## config.mk

```make
export PLATFORM = sky130hd
export DESIGN_NAME = alarm_game_multi
export DESIGN_NICKNAME = d
export VERILOG_FILES = /design/src/rtl/alarm_game_multi.sv
export SDC_FILE = /design/constraint.sdc
export NUM_CORES = 1
export LEC_CHECK = 0
export BUFFER_PORTS_ARGS = -buffer_cell sky130_fd_sc_hd__buf_2
export CELL_PAD_IN_SITES_DETAIL_PLACEMENT = 1
export CELL_PAD_IN_SITES_GLOBAL_PLACEMENT = 2
export CORE_MARGIN = 8
export CORE_UTILIZATION = 30
export DETAILED_ROUTE_END_ITERATION = 7
export PLACE_DENSITY = 0.9
export SLEW_MARGIN = 10
export SYNTH_ARGS = -nofsm -noshare
export SYNTH_HDL_FRONTEND = slang
export SYNTH_SLANG_ARGS = --single-unit
```

## constraint.sdc

```tcl
create_clock -name s2clk -period 3.6 [get_ports s2clk]
set_clock_uncertainty 0.2 [all_clocks]
set_input_delay 0.72 -clock s2clk [delete_from_list [all_inputs] [get_ports s2clk]]
set_output_delay 0.72 -clock s2clk [all_outputs]
set_load 0.005 [all_outputs]
```

## src/rtl/alarm_game_multi.sv

```systemverilog
// alarm_game_multi: multi-alarm wake-up controller with snooze and a switch-matching
// minigame that must be won ROUNDS times in a row to dismiss the ringing alarm.
module alarm_game_multi #(
  parameter int NUM_ALARMS = 2,
  parameter int TIME_W     = 16,
  parameter int NUM_LEDS   = 10,
  parameter int ROUNDS     = 3,
  parameter int ROUND_CYC  = 1000,
  parameter int SNOOZE_CYC = 5000,
  parameter int MAX_SNOOZE = 3
) (
  input  logic                         s2clk,
  input  logic                         reset,
  input  logic                         enable,
  input  logic [NUM_ALARMS-1:0]        alarm_en,
  input  logic [TIME_W-1:0]            current,
  input  logic [NUM_ALARMS*TIME_W-1:0] alarm_times,
  input  logic                         push_m,
  input  logic                         push_snooze,
  input  logic [NUM_LEDS-1:0]          switches,
  output logic [2:0]                   state,
  output logic                         ringing,
  output logic [2:0]                   active_alarm,
  output logic [NUM_LEDS-1:0]          target_led,
  output logic [3:0]                   round_cnt,
  output logic [2:0]                   snooze_used,
  output logic                         done
);
  localparam int RW = $clog2(ROUND_CYC);
  localparam int SW = $clog2(SNOOZE_CYC);
  typedef enum logic [2:0] {IDLE = 3'b000, ARMED = 3'b001, RING = 3'b010, GAME = 3'b011, SNOOZE = 3'b100} st_t;
  st_t st, st_n;
  logic [NUM_ALARMS-1:0] fired, fired_n, same, eq, hit;
  logic [7:0] lfsr, lfsr_n, idx;
  logic [RW-1:0] rtmr, rtmr_n;
  logic [SW-1:0] stmr, stmr_n;
  logic [2:0] act_n, su_n, lo;
  logic [3:0] rc_n;
  logic [NUM_LEDS-1:0] tgt_n, cand, new_t;
  logic done_n;
  assign state   = st;
  assign ringing = st == RING;
  // Lowest-index pending alarm wins when several match at once
  always_comb begin
    lo = '0;
    for (int k = 0; k < NUM_ALARMS; k++) same[k] = current == alarm_times[k*TIME_W +: TIME_W];
    eq  = same & alarm_en;
    hit = eq & ~fired;
    for (int k = NUM_ALARMS - 1; k >= 0; k--) if (hit[k]) lo = 3'(k);
  end
  // A fresh target may not repeat the one on display, so collisions rotate by one LED
  always_comb begin
    idx   = 8'(lfsr % 8'(NUM_LEDS));
    cand  = {{(NUM_LEDS-1){1'b0}}, 1'b1} << idx;
    new_t = cand == target_led ? {cand[NUM_LEDS-2:0], cand[NUM_LEDS-1]} : cand;
  end
  always_comb begin
    st_n    = st;
    lfsr_n  = st == IDLE ? lfsr : {lfsr[6:0], lfsr[7] ^ lfsr[5] ^ lfsr[4] ^ lfsr[3]};
    fired_n = (fired | (st != IDLE ? eq : '0)) & same;
    act_n   = active_alarm;
    su_n    = snooze_used;
    rc_n    = round_cnt;
    tgt_n   = target_led;
    rtmr_n  = rtmr;
    stmr_n  = stmr;
    done_n  = 1'b0;
    case (st)
      IDLE:  st_n = ARMED;
      ARMED: if (|hit) begin
        st_n  = RING;
        act_n = lo;
        su_n  = '0;
      end
      RING: if (push_m) begin
        st_n   = GAME;
        rc_n   = '0;
        rtmr_n = RW'(ROUND_CYC - 1);
        tgt_n  = new_t;
      end else if (push_snooze && 32'(snooze_used) < MAX_SNOOZE) begin
        st_n   = SNOOZE;
        su_n   = snooze_used + 3'd1;
        stmr_n = SW'(SNOOZE_CYC - 1);
      end
      SNOOZE: if (stmr == '0) st_n = RING;
        else stmr_n = stmr - 1'b1;
      GAME: if (switches == target_led) begin
        rtmr_n = RW'(ROUND_CYC - 1);
        if (round_cnt == 4'(ROUNDS - 1)) begin
          st_n   = ARMED;
          done_n = 1'b1;
          tgt_n  = '0;
          rc_n   = '0;
        end else begin
          rc_n  = round_cnt + 4'd1;
          tgt_n = new_t;
        end
      end else if (|(switches & ~target_led)) begin
        rc_n   = '0;
        rtmr_n = RW'(ROUND_CYC - 1);
      end else if (rtmr == '0) begin
        rc_n   = '0;
        tgt_n  = new_t;
        rtmr_n = RW'(ROUND_CYC - 1);
      end else rtmr_n = rtmr - 1'b1;
      default: st_n = ARMED;
    endcase
    if (!enable) begin
      st_n    = IDLE;
      lfsr_n  = 8'h5A;
      fired_n = '0;
      act_n   = '0;
      su_n    = '0;
      rc_n    = '0;
      tgt_n   = '0;
      rtmr_n  = '0;
      stmr_n  = '0;
      done_n  = 1'b0;
    end
  end
  always_ff @(posedge s2clk or posedge reset)
    if (reset) begin
      st           <= IDLE;
      lfsr         <= 8'h5A;
      fired        <= '0;
      active_alarm <= '0;
      snooze_used  <= '0;
      round_cnt    <= '0;
      target_led   <= '0;
      rtmr         <= '0;
      stmr         <= '0;
      done         <= 1'b0;
    end else begin
      st           <= st_n;
      lfsr         <= lfsr_n;
      fired        <= fired_n;
      active_alarm <= act_n;
      snooze_used  <= su_n;
      round_cnt    <= rc_n;
      target_led   <= tgt_n;
      rtmr         <= rtmr_n;
      stmr         <= stmr_n;
      done         <= done_n;
    end
endmodule
```

# Word-level counts from Yosys, hierarchy flattened
# Index checks and enable logic that the tools add are counted.
[word_totals] ff_bits=57 in_bits=65 output_inout_bits=25 wordCells=120
[classes] n_addsub=4 div=1 n_lt_le_gt_ge=1 eq_ne=27 shifts=1 n_mux=52 bitwise_logic=10 n_reduce_logical=14
[ops] cell="2-to-1 mux 10 bit" n=12
[ops] cell="2-to-1 mux 13 bit" n=4
[ops] cell="2-to-1 mux 3 bit" n=15
[ops] cell="case mux 10 bit (2 select lines)" n=2
[ops] cell="equality test 16 bit" n=2
[ops] cell="case mux 13 bit (2 select lines)" n=1
[ops] cell="2-to-1 mux 4 bit" n=6
[ops] cell="!= test 3 bit, second input constant" n=7
[ops] cell="equality test 10 bit" n=2
[ops] cell="2-to-1 mux 8 bit" n=2
[ops] cell="logical NOT 13 bit" n=1
[ops] cell="subtractor 13 x 1 -> 13 bit, second input constant" n=1
[ops] cell="case mux 3 bit (4 select lines)" n=1
[ops] cell="AND reduction 4 bit" n=3
[ops] cell="AND 10 bit" n=1
[ops] cell="logical NOT 10 bit" n=1
[ops] cell="NOT 10 bit" n=1
[ops] cell="OR reduction 10 bit" n=1
[ops] cell="left shift 1 x 8 -> 10 bit, first input constant" n=1
[ops] cell="subtractor 10 x 1 -> 10 bit, second input constant" n=1
[ops] cell="!= test 3 x 1 -> 1 bit, second input constant" n=3
[ops] cell="modulo 8 x 4 -> 8 bit, second input constant" n=1
[ops] cell="!= test 4 bit, second input constant" n=2
[ops] cell="case mux 4 bit (2 select lines)" n=1
[ops] cell="26 further kinds" n=38

# Longest topological paths before layout
[depth] word_depth=9 depth_mapped=13 depth_no_buf=12

# Worst setup path after synthesis
# OpenSTA, ideal clock, no wires.
[synth_timing] path_kind="register to register" start="register lfsr[6]" end="register target_led[1]" setup_ns=0.069 arrival_time_ns=3.306 required_time_ns=3.331 path_slack_ns=0.025 stages_incl_launch_ff=12 n_path_buf=1 period_less_slack_ns=3.575 path_cell_list="dfstp_2 > buf_4 > nor4bb_2 > o21bai_1 > nand3_1 > nor4_1 > a221o_1 > nor3_4 > mux2_2 > a311o_1 > or4_1 > nand3_1"
[synth_between] elab_chain_cells=9 word_cells_on_any_way=11 cone_classes="1 x div; 1 x eq/ne; 1 x shift; 8 x mux"
[synth_rtl] item="from (decl)" line="34" rtl="logic [7:0] lfsr, lfsr_n, idx;"
[synth_rtl] item="from (signal assigned)" line="135" rtl="lfsr <= lfsr_n;"
[synth_rtl] item="modulo 8 x 4 -> 8 bit *" line="53" rtl="idx = 8'(lfsr % 8'(NUM_LEDS));"
[synth_rtl] item="left shift 1 x 8 -> 10 bit *" line="54" rtl="cand = {{(NUM_LEDS-1){1'b0}}, 1'b1} << idx;"
[synth_rtl] item="equality test 10 bit" line="55" rtl="new_t = cand == target_led ? {cand[NUM_LEDS-2:0], cand[NUM_LEDS-1]} : cand;"
[synth_rtl] item="2-to-1 mux 10 bit *" line="55"
[synth_rtl] item="2-to-1 mux 10 bit" line="101" rtl="end else if (rtmr == '0) begin"
[synth_rtl] item="2-to-1 mux 10 bit" line="98" rtl="end else if (|(switches & ~target_led)) begin"
[synth_rtl] item="2-to-1 mux 10 bit" line="87" rtl="GAME: if (switches == target_led) begin"
[synth_rtl] item="case mux 10 bit (2 select lines) *" line="68" rtl="case (st)"
[synth_rtl] item="2-to-1 mux 10 bit *" line="108" rtl="if (!enable) begin"
[synth_rtl] item="to (signal assigned)" line="140" rtl="target_led <= tgt_n;"
[synth_rtl] item="to (decl)" line="24" rtl="output logic [NUM_LEDS-1:0] target_led,"
# Mark *: on every way between the ends. The rest lies on a longest branch, timed or not. The select of a mux whose other input is x is not followed.
# A chain may end at the register's enable or synchronous reset.

# Worst setup path in the final report
[layout_timing] start="register lfsr[6]" end="register target_led[8]"
# The elaborated chain is that of the path after synthesis.

==> impl_metrics.env <==
export IMPL_nNetsFinal=753
export IMPL_clk_path_buf_depth=2
export IMPL_syn_to_final_growth_pct=29.7
export IMPL_synth_simple_area_share_pct=27.7
export IMPL_crit_type="reg -> reg"
export IMPL_place_ws_ns=-0.0411
export IMPL_start_util_pct=30.3
export IMPL_fin_area_um2=5890
export IMPL_io_buffers=87
export IMPL_reg2regPathDepth=12
export IMPL_chipWidth_um=139
export IMPL_grt_start_max_net_pins=32
export IMPL_tightest_slew_ns=0.765
export IMPL_yosysWarningCount=0
export IMPL_cts_root_buf="clkbuf_16"
export IMPL_wl_mm=15.7
export IMPL_hold_slack_ns=0.255
export IMPL_leakagePower_nw=2.71
export IMPL_critPathLaunch="lfsr[6]"
export IMPL_synth_cells=550
export IMPL_ant_nets=0
export IMPL_p_per_area_nw_per_um2=885
export IMPL_grt_overflow_total=0
export IMPL_route_vias_total=4753
export IMPL_synth_area_mux_share_pct=0.937
export IMPL_p_int_mw=2.71
export IMPL_combPwrFrac_pct=70.0
export IMPL_cts_tree="done"
export IMPL_max_freq_ghz=0.280
export IMPL_drt_pre_antenna_iters=4
export IMPL_power_mw=5.21
export IMPL_cts_hold_fix_buffers=0
export IMPL_synth_top_family_by_area="simple AND/OR/NAND/NOR gates"
export IMPL_die_y_um=139
export IMPL_critPathMaxFanout=8
export IMPL_p_switching_mw=2.50
export IMPL_netlist_cell_type_count=79
export IMPL_rows=45
export IMPL_sw_frac_of_total_pct=48.0
export IMPL_synth_adder_area_share_pct=3.58
export IMPL_hold_class="in -> async"
export IMPL_synthArstFlopShare_pct=100
export IMPL_finalCriticalPeriod_ns=3.57
export IMPL_placed_area_um2=5440
export IMPL_ys_ff_latch=55
export IMPL_clock_sinks=55
export IMPL_cts_buffers_inserted=5
export IMPL_crit_chain="buf_12 -> nor2b_4 -> xnor2_2 -> o32ai_4 -> or4_1 -> mux2_4 -> a2111oi_4 -> a211oi_2 -> a311oi_4 -> buf_4 -> a21oi_1 -> a221o_1"
export IMPL_worstSetupStartpointType="flop"
export IMPL_layout_drive_gt1_share_pct=30.8
export IMPL_antenna_found_initial=0
export IMPL_cts_reportedPaths_clkPinSlew_ns=0.08
export IMPL_drv_slew=0
export IMPL_p_clk_share_pct=10.3
export IMPL_worstPathRequired_ns=3.58
export IMPL_crit_path_end="target_led[8]"
export IMPL_drtIter0Drc=291
export IMPL_insertion_delay_ns=0.30
export IMPL_grt_pass1_wl_mm=25.6
export IMPL_final_common_cell="buf_2"
export IMPL_ys_flop_type="dfrtp_1"
export IMPL_status="complete, no violations"
export IMPL_layout_common_cells="buf_2 (88), buf_4 (58), nor2_1 (49), dfrtp_1 (48), nand2_1 (47)"
export IMPL_via_per_inst=5.50
export IMPL_core_area_um2=15000
export IMPL_syn_avg_cell_area_um2=8.26
export IMPL_worst_r2r_endpoint="target_led[8]"
export IMPL_ff2ff_setup_slack_ns=0.03
export IMPL_synth_compound_area_share_pct=21.6
export IMPL_fin_ws_ns=0.0345
export IMPL_ios=90
export IMPL_synth_area_um2=4540
export IMPL_n_antenna_cell=0
export IMPL_grt_pass1_vias=5143
export IMPL_arrival_ns=3.55
export IMPL_critical_path_slowest_cell="dfstp_2"
export IMPL_worstSetupEndpointType="flop"
export IMPL_cts_htree_levels=2
export IMPL_max_stage_delay_ns=0.57
export IMPL_setup_viol=0
export IMPL_seqPwrFrac_pct=19.6
export IMPL_period_share_pct=99.0
export IMPL_wl_per_cell_um=18.2
export IMPL_synth_xor_area_share_pct=9.26
export IMPL_rr_startpoint="lfsr[6]"
export IMPL_grt_total_usage_pct=15.6
export IMPL_ir_drop_uv=299
export IMPL_synth_seq_area_share_pct=30.4
export IMPL_relSlewSlack_pct=48.6
export IMPL_drc_errors=0
export IMPL_die_area_um2=19300
export IMPL_hold_viol_final=0
export IMPL_synth_edf_count=0
export IMPL_cap_violations=0
export IMPL_globalplace_congestion=0.860
export IMPL_hpwlAfterDp_mm=11.8
[flip-flops by register name, summed over array words and instances (netlist names), 2 cells and up]
signal and count:
target_led 10, snooze_used 3, rtmr 10, state 3, round_cnt 4, lfsr 8, fired 2, stmr 13
[worst min-delay path by stage]
stage,start,to
final,reset,snooze_used[1]
after global routing,reset,rtmr[3]
after CTS,reset,snooze_used[2]
after floorplan,stmr[2],stmr[2]
after global placement,stmr[2],stmr[2]
after detailed placement,rtmr[6],rtmr[6]
[per-layer routing]
| metal | wire [um] | GRT usage, % |
|---|---|---|
| met2 | 8030 | 27.5 |
| met1 | 6820 | 19.5 |
| met5 | 0 | 0 |
| met3 | 669 | 2.93 |
| met4 | 187 | 3.00 |
[cell type report]
| class | count | area [um^2] |
|---|---|---|
| fillers | 1833 | 9090 |
| multi-input cells | 434 | 3080 |
| flip-flops and latches | 55 | 1390 |
| repair buffers | 148 | 916 |
| well taps | 188 | 235 |
| clock buffers | 6 | 139 |
| inverters | 31 | 116 |
| clock inverters | 2 | 20.0 |
[per-stage QoR]
step	TNS (ns)	utilization, %	instances
6_report	0	39.3	864
5_1_grt	-0.214	39.3	864
4_1_cts	0	37.6	855
3_5_place_dp	-0.221	36.3	844
3_3_place_gp	0	36.3	844
2_1_floorplan	0	-	551
[power by group through the flow]
stage / combinational, mW / sequential (mW) / clock, mW
6_report: 3.65 / 1.02 / 0.539
5_1_grt: 3.93 / 1.05 / 0.572
4_1_cts: 3.16 / 1.03 / 0.551
3_5_place_dp: 3.10 / 1.04 / 0
3_3_place_gp: 3.00 / 1.03 / 0
2_1_floorplan: 2.10 / 0.869 / 0
[cell families after synthesis]
group / count (synthesis)
muxes: 4
and+or+nand+nor: 234
adders and majority gates: 13
buffers and inverters: 62
AOI/OAI and AO/OA: 133
xor gates and xnor gates: 48
DFF: 55
other: 1
[worst max-delay path, delay by kind of cell, from the launching register on]
family | cells | cell delay [ns]
AOI/OAI and AO/OA | 6 | 1.30
and+or+nand+nor | 2 | 0.59
DFF | 1 | 0.57
buffers and inverters | 2 | 0.33
muxes | 1 | 0.32
xor gates and xnor gates | 1 | 0.14
[cells in the mapped netlist, drive strengths merged (7+ instances only)]
master,count,area share (%)
clkbuf,15,1.2
nor2,49,4.1
nor3,25,3.0
nor4,20,2.9
buf,16,2.6
o211ai,7,1.2
o21ai,25,2.8
xnor2,13,2.5
a211oi,10,1.8
a21oi,28,3.4
nand2,49,4.1
a221o,7,1.5
ha,13,3.6
or3,7,0.96
nand3,22,2.4
xor2,35,6.8
dfrtp,51,28
inv,29,2.4
nor2b,8,1.5
nand2b,10,1.5
nand4,12,1.7
or4,7,1.2
nor3b,7,1.3
a21o,7,1.2
[what timing repair did]
action,CTS,global route
endpoints found under the setup margin,9,10
resized for setup,3,37
pin swaps,0,4
buffers inserted,3,9
Power figures use the tool's default switching activity.
